$ cat src/rtl/scan_chain_sequencer_pkg.sv
// Shared types and sizing helpers for the scan chain sequencer.
package scan_seq_pkg;

    typedef enum logic [2:0] {
        IDLE,
        SHIFT_IN,
        LATCH,
        CAPTURE,
        SHIFT_OUT,
        DONE
    } state_t;

    localparam int DEF_NUM_DESIGNS = 5;
    localparam int DEF_IO_W        = 8;
    localparam int DEF_CLK_DIV     = 1;

    // $clog2 that never returns a zero width
    function automatic int clog2_min1(input int v);
        return (v > 1) ? $clog2(v) : 1;
    endfunction

    // total number of chain positions
    function automatic int chain_len(input int num_designs, input int io_w);
        return num_designs * io_w;
    endfunction

    // bit counter must hold 0..len without wrapping
    function automatic int bit_cnt_w(input int len);
        return clog2_min1(len + 1);
    endfunction

    // phase counter covers one full scan_clk period of 2*div cycles
    function automatic int phase_w(input int div);
        return clog2_min1(2 * div);
    endfunction

endpackage

$ cat src/rtl/scan_chain_sequencer_if.sv
// Request/response handshake between the scan controller and the sequencer.
interface scan_chain_sequencer_if #(
    parameter int SEL_W = 3,
    parameter int IO_W  = 8
);
    logic             start;
    logic [SEL_W-1:0] active_sel;
    logic [IO_W-1:0]  inputs;
    logic             busy;
    logic             done;
    logic [IO_W-1:0]  outputs;
    logic             sel_err;

    modport master (
        output start, active_sel, inputs,
        input  busy, done, outputs, sel_err
    );

    modport slave (
        input  start, active_sel, inputs,
        output busy, done, outputs, sel_err
    );
endinterface

$ cat src/rtl/scan_chain_sequencer_clk_gen.sv
// Scan clock generator: one bit period is CLK_DIV low cycles then CLK_DIV high cycles.
module scan_clk_gen
    import scan_seq_pkg::*;
#(
    parameter int CLK_DIV = 1
) (
    input  logic clk,
    input  logic reset_n,
    input  logic run,        // counter advances while high, parked at 0 otherwise
    input  logic clk_on,     // allows scan_clk to go high during the high half
    input  logic clr,        // restart the period on the next cycle
    output logic scan_clk,
    output logic first_low,
    output logic last_low,
    output logic period_end
);
    localparam int PH_W = phase_w(CLK_DIV);
    localparam logic [PH_W-1:0] PH_LAST     = PH_W'(2 * CLK_DIV - 1);
    localparam logic [PH_W-1:0] PH_HALF     = PH_W'(CLK_DIV);
    localparam logic [PH_W-1:0] PH_LOW_LAST = PH_W'(CLK_DIV - 1);

    logic [PH_W-1:0] ph;

    // phase counter: counts 0..2D-1 while running, never wraps mid-period
    always_ff @(posedge clk or negedge reset_n) begin
        if (!reset_n)
            ph <= '0;
        else if (clr || !run || ph == PH_LAST)
            ph <= '0;
        else
            ph <= ph + PH_W'(1);
    end

    assign scan_clk   = run & clk_on & (ph >= PH_HALF);
    assign first_low  = run & (ph == '0);
    assign last_low   = run & (ph == PH_LOW_LAST);
    assign period_end = run & (ph == PH_LAST);

endmodule

$ cat src/rtl/scan_chain_sequencer.sv
// Chain-protocol engine: shift a byte into one design's slot, latch, capture,
// shift the whole chain back and return that design's output byte.
module scan_chain_sequencer
    import scan_seq_pkg::*;
#(
    parameter int NUM_DESIGNS = DEF_NUM_DESIGNS,
    parameter int IO_W        = DEF_IO_W,
    parameter int CLK_DIV     = DEF_CLK_DIV,
    parameter int SEL_W       = clog2_min1(NUM_DESIGNS)
) (
    input  logic                    clk,
    input  logic                    reset_n,
    scan_chain_sequencer_if.slave   bus,
    output logic                    scan_clk_out,
    output logic                    scan_data_out,
    output logic                    scan_select,
    output logic                    scan_latch_en,
    input  logic                    scan_data_in
);
    localparam int L    = chain_len(NUM_DESIGNS, IO_W);
    localparam int BC_W = bit_cnt_w(L);
    localparam int BI_W = clog2_min1(IO_W);
    localparam logic [BC_W-1:0] LAST_BIT = BC_W'(L - 1);

    state_t           state, state_nx;
    logic [BC_W-1:0]  bit_cnt;
    logic [SEL_W-1:0] sel_q;
    logic [IO_W-1:0]  din_q;
    logic [IO_W-1:0]  res;
    int               q;
    logic             slot_hit;
    logic [BI_W-1:0]  bidx;
    logic             run, clk_on, clr;
    logic             first_low, last_low, period_end;

    scan_clk_gen #(.CLK_DIV(CLK_DIV)) u_clk_gen (
        .clk        (clk),
        .reset_n    (reset_n),
        .run        (run),
        .clk_on     (clk_on),
        .clr        (clr),
        .scan_clk   (scan_clk_out),
        .first_low  (first_low),
        .last_low   (last_low),
        .period_end (period_end)
    );

    // state register
    always_ff @(posedge clk or negedge reset_n) begin
        if (!reset_n)
            state <= IDLE;
        else
            state <= state_nx;
    end

    // next-state: every phase ends on a scan_clk period boundary
    always_comb begin
        state_nx = state;
        unique case (state)
            IDLE:      if (bus.start) state_nx = SHIFT_IN;
            SHIFT_IN:  if (period_end && bit_cnt == LAST_BIT) state_nx = LATCH;
            LATCH:     if (period_end) state_nx = CAPTURE;
            CAPTURE:   if (last_low && bit_cnt == BC_W'(1)) state_nx = SHIFT_OUT;
            SHIFT_OUT: if (period_end && bit_cnt == LAST_BIT) state_nx = DONE;
            DONE:      state_nx = IDLE;
            default:   state_nx = IDLE;
        endcase
    end

    // chain position addressed by the current bit period; the farthest stage goes first
    always_comb begin
        q        = L - 1 - int'(bit_cnt);
        slot_hit = ((q / IO_W) == int'(sel_q));
        bidx     = BI_W'(q % IO_W);
    end

    // outputs decoded from state; in CAPTURE bit_cnt 0 is the select period, 1 the low tail
    always_comb begin
        run           = (state == SHIFT_IN) || (state == LATCH) ||
                        (state == CAPTURE)  || (state == SHIFT_OUT);
        clk_on        = (state == SHIFT_IN) || (state == SHIFT_OUT) ||
                        ((state == CAPTURE) && (bit_cnt == '0));
        clr           = (state == CAPTURE) && (state_nx == SHIFT_OUT);
        scan_latch_en = (state == LATCH);
        scan_select   = (state == CAPTURE) && (bit_cnt == '0);
        scan_data_out = (state == SHIFT_IN) && slot_hit && din_q[bidx];
        bus.busy      = (state != IDLE);
        bus.done      = (state == DONE);
    end

    // period counter: cleared on every state change, so it never wraps
    always_ff @(posedge clk or negedge reset_n) begin
        if (!reset_n)
            bit_cnt <= '0;
        else if (state != state_nx)
            bit_cnt <= '0;
        else if (period_end)
            bit_cnt <= bit_cnt + BC_W'(1);
    end

    // request capture and result assembly; cleared at the start of the unload
    always_ff @(posedge clk) begin
        if (state == IDLE && bus.start) begin
            sel_q <= bus.active_sel;
            din_q <= bus.inputs;
        end
        if (state == SHIFT_OUT && bit_cnt == '0 && first_low)
            res <= '0;
        if (state == SHIFT_OUT && last_low && slot_hit)
            res[bidx] <= scan_data_in;
    end

    // result registers publish together with done and hold until the next one
    always_ff @(posedge clk or negedge reset_n) begin
        if (!reset_n) begin
            bus.outputs <= '0;
            bus.sel_err <= 1'b0;
        end else if (state == SHIFT_OUT && state_nx == DONE) begin
            bus.outputs <= res;
            bus.sel_err <= (int'(sel_q) >= NUM_DESIGNS);
        end
    end

endmodule

$ cat src/flat_wrapper.sv
// flat-port wrapper written by rule: the top's interface ports become plain ports
module scan_chain_sequencer_flat import scan_seq_pkg::*;
#(
    parameter int NUM_DESIGNS = DEF_NUM_DESIGNS,
    parameter int IO_W        = DEF_IO_W,
    parameter int CLK_DIV     = DEF_CLK_DIV,
    parameter int SEL_W       = clog2_min1(NUM_DESIGNS)
)
  (clk, reset_n, scan_clk_out, scan_data_out, scan_select, scan_latch_en, scan_data_in, bus_start, bus_active_sel, bus_inputs, bus_busy, bus_done, bus_outputs, bus_sel_err);
  scan_chain_sequencer_if #(.SEL_W(SEL_W), .IO_W(IO_W)) bus_i ();
  input  logic clk;
  input  logic reset_n;
  output logic scan_clk_out;
  output logic scan_data_out;
  output logic scan_select;
  output logic scan_latch_en;
  input  logic scan_data_in;
  input wire logic [$bits(bus_i.start)-1:0] bus_start;
  input wire logic [$bits(bus_i.active_sel)-1:0] bus_active_sel;
  input wire logic [$bits(bus_i.inputs)-1:0] bus_inputs;
  output wire logic [$bits(bus_i.busy)-1:0] bus_busy;
  output wire logic [$bits(bus_i.done)-1:0] bus_done;
  output wire logic [$bits(bus_i.outputs)-1:0] bus_outputs;
  output wire logic [$bits(bus_i.sel_err)-1:0] bus_sel_err;
  assign bus_i.start = bus_start;
  assign bus_i.active_sel = bus_active_sel;
  assign bus_i.inputs = bus_inputs;
  assign bus_busy = bus_i.busy;
  assign bus_done = bus_i.done;
  assign bus_outputs = bus_i.outputs;
  assign bus_sel_err = bus_i.sel_err;
  scan_chain_sequencer #(.NUM_DESIGNS(NUM_DESIGNS), .IO_W(IO_W), .CLK_DIV(CLK_DIV), .SEL_W(SEL_W)) u_core (.clk(clk), .reset_n(reset_n), .bus(bus_i), .scan_clk_out(scan_clk_out), .scan_data_out(scan_data_out), .scan_select(scan_select), .scan_latch_en(scan_latch_en), .scan_data_in(scan_data_in));
endmodule
$ cat config.mk
export PLATFORM = sky130hd
export DESIGN_NAME = scan_chain_sequencer_flat
export DESIGN_NICKNAME = d
export VERILOG_FILES = /design/src/rtl/scan_chain_sequencer_pkg.sv /design/src/rtl/scan_chain_sequencer_if.sv /design/src/rtl/scan_chain_sequencer_clk_gen.sv /design/src/rtl/scan_chain_sequencer.sv /design/src/flat_wrapper.sv
export SDC_FILE = /design/constraint.sdc
export NUM_CORES = 1
export LEC_CHECK = 0
export BUFFER_PORTS_ARGS = -buffer_cell sky130_fd_sc_hd__clkbuf_2
export CORE_MARGIN = 4
export CORE_UTILIZATION = 55
export DETAILED_ROUTE_END_ITERATION = 16
export PLACE_DENSITY_LB_ADDON = 0.08
export SETUP_SLACK_MARGIN = 0.4
export SLEW_MARGIN = 40
export SYNTH_ARGS = -nofsm -noshare
export SYNTH_HDL_FRONTEND = slang
export SYNTH_HIERARCHICAL = 1
export SYNTH_SLANG_ARGS = --single-unit
$ cat constraint.sdc
create_clock -name clk -period 4.2 [get_ports clk]
set_input_delay 0.84 -clock clk [delete_from_list [all_inputs] [get_ports clk]]
set_output_delay 0.84 -clock clk [all_outputs]
set_load 0.02 [all_outputs]
==> results of run 1 <==
-- power by group --
| group | internal, mW | switching, mW |
|---|---|---|
| sequential | 0.379 | 0 |
| clock | 0.115 | 0.127 |
| combinational | 0.00485 | 0.00651 |
| total | 0.499 | 0.134 |
-- Yosys cell counts, drive strengths merged, types with 2 or more instances --
| cell | instances | share of area |
|---|---|---|
| nor2 | 17 | 0.034 |
| a31oi | 2 | 0.0059 |
| dfrtp | 19 | 0.23 |
| mux2 | 8 | 0.043 |
| clkbuf | 7 | 0.012 |
| xnor2 | 5 | 0.021 |
| and2 | 2 | 0.0065 |
| a211oi | 2 | 0.0071 |
| nor3 | 8 | 0.019 |
| or3b | 2 | 0.0083 |
| o21ai | 13 | 0.031 |
| xor2 | 3 | 0.012 |
| nand4 | 12 | 0.036 |
| buf | 5 | 0.015 |
| dfxtp | 8 | 0.076 |
| edfxtp | 11 | 0.16 |
| a21oi | 2 | 0.0047 |
| nand3 | 4 | 0.0095 |
| and3 | 10 | 0.033 |
| inv | 8 | 0.014 |
| nor3b | 6 | 0.024 |
| or2 | 2 | 0.0059 |
| nand2 | 14 | 0.025 |
| ha | 12 | 0.071 |
| nand2b | 3 | 0.0089 |
| mux2i | 5 | 0.024 |
| nor4 | 4 | 0.022 |
-- logic make-up (layout without fill, tap and decap cells) --
family | Yosys count | in the layout | share of synthesized area
AOI/OAI and AO/OA | 27 | 27 | 0.08072
adders and majority gates | 12 | 12 | 0.07121
xor gates and xnor gates | 8 | 8 | 0.03324
buffers and inverters | 20 | 55 | 0.04214
DFF | 38 | 38 | 0.4582
muxes | 13 | 13 | 0.06647
and+or+nand+nor | 88 | 88 | 0.2481
-- state kept, by name, summed over array words and instances, names as in the netlist --
signal               flops
u_core/bit_cnt           6
u_core/din_q             8
u_core/res               8
u_core/state             3
u_core/u_clk_gen/ph      1
u_core/bus.sel_err       1
u_core/sel_q             3
u_core/bus.outputs       8
-- critical path: cells and delay by family (launching register included) --
family | cells | cell delay (ns)
buffers and inverters | 1 | 0.17
AO/OA/AOI/OAI | 3 | 0.55
adder cells (fa/ha/maj) | 2 | 0.41
flip-flops | 1 | 0.48
AND/OR/NAND/NOR | 5 | 1.11
-- timing repair --
| item | in CTS | in global routing |
|---|---|---|
| resized for setup | 14 | 10 |
| pin swaps | 4 | 6 |
| buffers inserted | 2 | 5 |
| setup endpoints to repair | 1 | 1 |
-- through the flow --
stage / setup WS (ns) / instance area, µm² / util / hold slack (ns) / total power [mW]
global route: 0.2500 / 2531 / 0.6862 / 0.4666 / 0.6607
finish: 0.3561 / 2531 / 0.6862 / 0.4582 / 0.6328
CTS: 0.2874 / 2446 / 0.6632 / 0.4587 / 0.6384
detailed placement: 0.3738 / 2277 / 0.6174 / 0.4484 / 0.3986
floorplan: 0.4172 / 2108 / - / 0.4329 / 0.3887
global placement: 0.4971 / 2277 / 0.6174 / 0.4500 / 0.3981
-- per-layer routing --
metal  global-route usage  vias up  wire length (µm)
met1               0.2266      796              1823
met2               0.3683       32              2531
met5                    0        -                 0
met3              0.04604        7               185
met4              0.06596        0                63
li1                     -      813                 -
-- final cells by class --
| class | count | area, µm² |
|---|---|---|
| tap | 48 | 60.06 |
| clock inverter | 2 | 10.01 |
| timing repair buffer | 39 | 222.7 |
| clock buffer | 6 | 72.57 |
| fill | 309 | 1157 |
| inverter | 8 | 30.03 |
| multi-input combinational | 148 | 1167 |
| sequential | 38 | 968.4 |
-- worst max path at each step --
stage               endpoint  slack, ns
3_5_place_dp   scan_data_out       0.37
3_3_place_gp   scan_data_out       0.50
4_1_cts        scan_data_out       0.29
2_1_floorplan  scan_data_out       0.42
5_1_grt        scan_data_out       0.25
6_report       scan_data_out       0.36
==> summary.md, run 1 <==
| Metric | Value |
|---|---|
| CP Launch Point | `u_core/bit_cnt[5]` |
| Net Count, Synth | `around 230` |
| RSZ-0062 raised after global routing | `yes` |
| Count of pins over their slew limit | `0` |
| Hold Crit Endpoint | `u_core/res[5]` |
| Startpoint types | `flop` |
| Die area | `between 0.004 and 0.005 mm²` |
| CTS tree | `done` |
| N_diodes | `0` |
| WP data arrival | `3.00 ns` |
| Routability congestion estimate | `approximately 0.82` |
| Fin crit share | `0.9152` |
| Final hold violations | `0` |
| Syn Inst Count | `approximately 200` |
| CTS sink count | `38` |
| Clock Root Buffer | `clkbuf_8` |
| Distinct cells, synth | `50` |
| Final HPWL DP | `approximately 3.2 mm` |
| Most frequent cells in the layout | `28 x clkbuf_2, 17 x dfrtp_1, 14 x nand2_1, 13 x nor2_1, 12 x nand4_1` |
| Synth async-reset ratio | `0.5000` |
| Non-filler cells, final | `approximately 290` |
| All-Layer GR Usage | `0.2004` |
| HP Class | `flop to flop` |
| Antenna viol nets, final | `0` |
| Cell depth of the worst min-delay path | `2` |
| Largest net degree at the start of global routing | `20` |
| Synth Cell Area | `~0.0021 mm²` |
| Initial Util | `0.5716` |
| Share of cells above drive strength 1 | `0.3527` |
| Critical path peak fanout | `4` |
| Setup TNS | `0 ns` |
| IO Pins | `30` |
| Placed Instances | `between 200 and 300` |
| Port bufs | `29` |
| Via count | `approximately 1600` |
| Area Overhead vs Synth | `20.06%` |
| Slowest stage delay, CP | `around 0.48 ns` |
| Static leakage | `between 1 and 1.5 nW` |
| CTS buffer count | `5` |
| Reg2Reg Launch Point | `u_core/bit_cnt[5]` |
| Rel. slew slack | `0.4407` |
| Initial DRC Count | `around 130` |
| Hold_buf cts | `0` |
| CTS clk-pin slew, worst paths | `~0.07 ns` |
| Global-route wire length before repair | `7.769 mm` |
| Final Setup Violations | `0` |
| Die Y | `approximately 70 µm` |
| Peak VDD IR | `approximately 240 µV` |
| H-tree levels | `2` |
| WL/cell | `~16 µm` |
| Initial antenna violation count | `0` |
| Routed wire length | `about 4.6 mm` |
| HP Start | `u_core/res[5]` |
| CP Capture Type | `output pin` |
| Clk buf depth | `2` |
| Max Cap Viol | `0` |
| Worst-Margin Slew | `approximately 0.83 ns` |
| Main synth FF type | `dfrtp_1` |
| Clock Latency Late Sink | `between 0.2 and 0.3 ns` |
| Std cell rows | `22` |
| Nets | `267` |
| Leading cell type in the layout, fill and taps excluded | `clkbuf_2` |
| Reg2reg setup slack | `0.77 ns` |
| Tmin final | `3.844 ns` |
| P per Cell Area | `approximately 250 mW/mm²` |
| Crit Reg-Reg Endpoint | `u_core/res[2]` |
| DRC | `0` |
| Outcome | `finished, final reports clean` |
| R2r worst-path depth | `11` |
| Syn. warnings | `6` |
| Pre-antenna DRT Iters | `4` |
| Remaining global-route overflow | `0` |
| Post-synth EDFFs | `11` |
| Seq/Total Area, Yosys | `0.4582` |
| Fin Clk Skew | `0.006593 ns` |
| Setup CP Type | `flop to output pin` |
| Vias in the first global route | `about 1700` |
| CP Data Required Time | `3.36 ns` |
| Chip Width | `between 60 and 70 µm` |
| Critical-path top delay cell | `dfrtp_1` |
| Via density | `around 5.7` |
| Avg Synthesized Cell Area | `10.23 µm²` |
| Core area | `between 0.003 and 0.004 mm²` |
| Critical path, cell by cell | `o21ai_1 -> nor2_4 -> ha_4 -> nand3_2 -> or2_4 -> ha_4 -> or4b_4 -> nor2_4 -> o2111ai_2 -> a211oi_2 -> buf_4` |
| Max Clk Rate | `~0.26 GHz` |
| Synth Register Bits | `38` |
No activity file was read; power rests on OpenSTA's default activity.
==> run 2, diff against run 1 <==
- CORE_UTILIZATION: 55 -> 45
- PLACE_DENSITY: unset -> 0.63
- PLACE_DENSITY_LB_ADDON: 0.08 -> unset
==> summary.md, run 2 (synthesis results as in run 1) <==
| Metric | Value |
|---|---|
| Outcome | `finished, final reports clean` |
| Tmin final | `3.772 ns (-0.07205 ns)` |
| Clk buf depth | `2 (unchanged)` |
| DRC | `0 (unchanged)` |
| Met2 Routed Length | `2.127 mm (-16%)` |
| H-tree levels | `2 (unchanged)` |
| Pint | `0.5165 mW (+3.5%)` |
| All-Layer GR Usage | `0.1559 (-0.04451)` |
| Initial Util | `0.4744 (-0.09719)` |
| CP Data Required Time | `3.36 ns (about the same)` |
| Chip Width | `76.45 µm (+9.3%)` |
| Largest net degree at the start of global routing | `20 (unchanged)` |
| Remaining global-route overflow | `0 (unchanged)` |
| Top flop regs | `u_core/bus.outputs: 8 flops, u_core/din_q: 8 flops, u_core/res: 8 flops` |
| Fin Clk Skew | `0.007058 ns (+0.0004657 ns)` |
| Max Cap Viol | `0 (unchanged)` |
| Area Overhead vs Synth | `21.54%` |
| N_diodes | `0 (unchanged)` |
| Clock Latency Late Sink | `0.29 ns (about the same)` |
| Critical path, cell by cell | `ha_2 -> ha_4 -> nor2_4 -> ha_4 -> nand3_2 -> or2_4 -> ha_4 -> or4b_4 -> nor2_4 -> o2111ai_2 -> a211oi_2 -> buf_4` |
| Rel. slew slack | `0.5369 (+0.09615)` |
| Clock share of power | `0.393 (+0.010)` |
| Via count | `1649 (+0.061%)` |
| Max Clk Rate | `0.2651 GHz (+1.9%)` |
| Clock Root Buffer | `clkbuf_8` |
| WL met3 | `193 µm (+4.3%)` |
| Fin crit share | `0.8981 (-0.01716)` |
| CP Capture Type | `output pin` |
| Global-route wire length before repair | `7.431 mm (-4.4%)` |
| Pre-antenna DRT Iters | `4 (unchanged)` |
| Antenna viol nets, final | `0 (unchanged)` |
| Switching Share | `0.1973 (-0.01408)` |
| Most used cell along the critical path | `ha_4` |
| Setup CP Type | `flop to output pin` |
| Core area | `0.004444 mm² (+20%)` |
| IO Pins | `30 (unchanged)` |
| Port bufs | `29 (unchanged)` |
| Final hold violations | `0 (unchanged)` |
| Footprint of the multi-input gates | `0.001169 mm² (+0.11%)` |
| Highest Signal Layer | `met4` |
| CTS buffer count | `5 (unchanged)` |
| Final HPWL DP | `2.982 mm (-7.2%)` |
| Peak VDD IR | `145.7 µV (-38%)` |
| Leading cell type in the layout, fill and taps excluded | `clkbuf_2` |
| Static leakage | `1.153 nW (+0.63%)` |
| CTS tree | `done` |
| Sequential share of power | `0.590 (-0.009)` |
| Final setup margin | `0.4281 ns (+0.07205 ns)` |
| Routability congestion estimate | `0.7724 (-6.3%)` |
| Initial antenna violation count | `0 (unchanged)` |
| Worst-Margin Slew | `0.6895 ns (-0.1444 ns)` |
| Startpoint types | `flop` |
| P per Cell Area | `251.1 mW/mm² (+0.43%)` |
| Setup TNS | `0 ns (unchanged)` |
| # fillers | `386 (+25%)` |
| Critical-path top delay cell | `or4b_4` |
| Initial DRC Count | `89 (-32%)` |
| Die Y | `76.45 µm (+9.3%)` |
| Switching Power | `0.1269 mW (-5.1%)` |
| Nets | `269 (+0.75%)` |
| Slowest stage delay, CP | `0.47 ns (about the same)` |
| Vias in the first global route | `1609 (-4.5%)` |
| Final Setup Violations | `0 (unchanged)` |
| Most frequent cells in the layout | `28 x clkbuf_2, 16 x dfrtp_1, 14 x nand2_1, 13 x buf_4, 13 x nor2_1` |
| CTS clk-pin slew, worst paths | `0.07 ns (about the same)` |
| Design Power | `0.6434 mW (+1.7%)` |
| Pre-CTS WS | `0.4625 ns (+0.08864 ns)` |
| Share of cells above drive strength 1 | `0.3745 (+0.02179)` |
| CTS sink count | `38 (unchanged)` |
| HP Class | `flop to flop` |
| Via density | `5.590 (-2.0%)` |
| Die area | `0.005844 mm² (+20%)` |
| WL/cell | `14.43 µm (-9.4%)` |
| Sequential cell area | `969.7 µm² (+0.13%)` |
| Routed wire length | `4.258 mm (-7.5%)` |
| Critical path peak fanout | `2 (-2)` |
| RSZ-0062 raised after global routing | `yes` |
| Count of pins over their slew limit | `0 (unchanged)` |
| Std cell rows | `24 (+9.1%)` |
| Combinational power share | `0.018 (about the same)` |
| M1 WL | `1.852 mm (+1.6%)` |
| WP data arrival | `2.93 ns (-0.07 ns)` |
run 2: area by class of cell:
cell class              count  share of cell area
multi-input cells         148              0.4561
repair buffers             41             0.09277
inverters                   8             0.01172
flip-flops and latches     38              0.3784
clock buffers               7             0.03369
well taps                  52             0.02539
clock inverters             1            0.001953
run 2: power by group through the flow:
stage	Clock, mW	Sequential, mW	Combinational (mW)
global placement	0	0.387	0.0114
finish	0.253	0.379	0.0113
detailed placement	0	0.387	0.0118
global route	0.283	0.379	0.0134
CTS	0.265	0.379	0.0118
floorplan	0	0.387	0.00157
run 2: final timing paths:
kind,start,endpoint,slack [ns],cells past startpoint
min in group asynchronous,reset_n,u_core/bit_cnt[4],0.50,1
worst min-delay path,u_core/res[6],u_core/res[6],0.46,2
max in group asynchronous,reset_n,u_core/bit_cnt[5],3.34,1
worst min register to register,u_core/res[6],u_core/res[6],0.46,2
worst max register to register,u_core/bit_cnt[0],u_core/res[2],0.75,13
worst max-delay path,u_core/bit_cnt[0],scan_data_out,0.43,12
run 2: per-stage QoR:
| step | hold slack (ns) | util | std cells | instance area [µm²] |
|---|---|---|---|---|
| after CTS | 0.4610 | 0.5600 | 293 | 2489 |
| after floorplan | 0.4329 | - | 206 | 2108 |
| final | 0.4604 | 0.5766 | 295 | 2562 |
| after global placement | 0.4512 | 0.5135 | 278 | 2282 |
| after global routing | 0.4885 | 0.5766 | 295 | 2562 |
| after detailed placement | 0.4486 | 0.5141 | 278 | 2285 |
run 2: per-layer routing:
metal,vias up,GRT usage
met4,0,0.06341
met1,779,0.1896
met5,-,0
met2,38,0.2601
met3,10,0.04255
li1,822,-
run 2: timing repair:
| action | 4_1_cts | 5_1_grt |
|---|---|---|
| endpoints found under the setup margin | 1 | 1 |
| pin swaps | 6 | 5 |
| resized for setup | 14 | 12 |
| setup buffers | 7 | 2 |
| hold buffers | 0 | 0 |
run 2: worst max-delay path, delay by kind of cell, from the launching register on:
kind,cells,cell delay (ns)
AO/OA/AOI/OAI,2,0.31
adder cells (fa/ha/maj),4,0.77
buffers and inverters,1,0.17
flip-flops,1,0.38
AND/OR/NAND/NOR,5,1.00
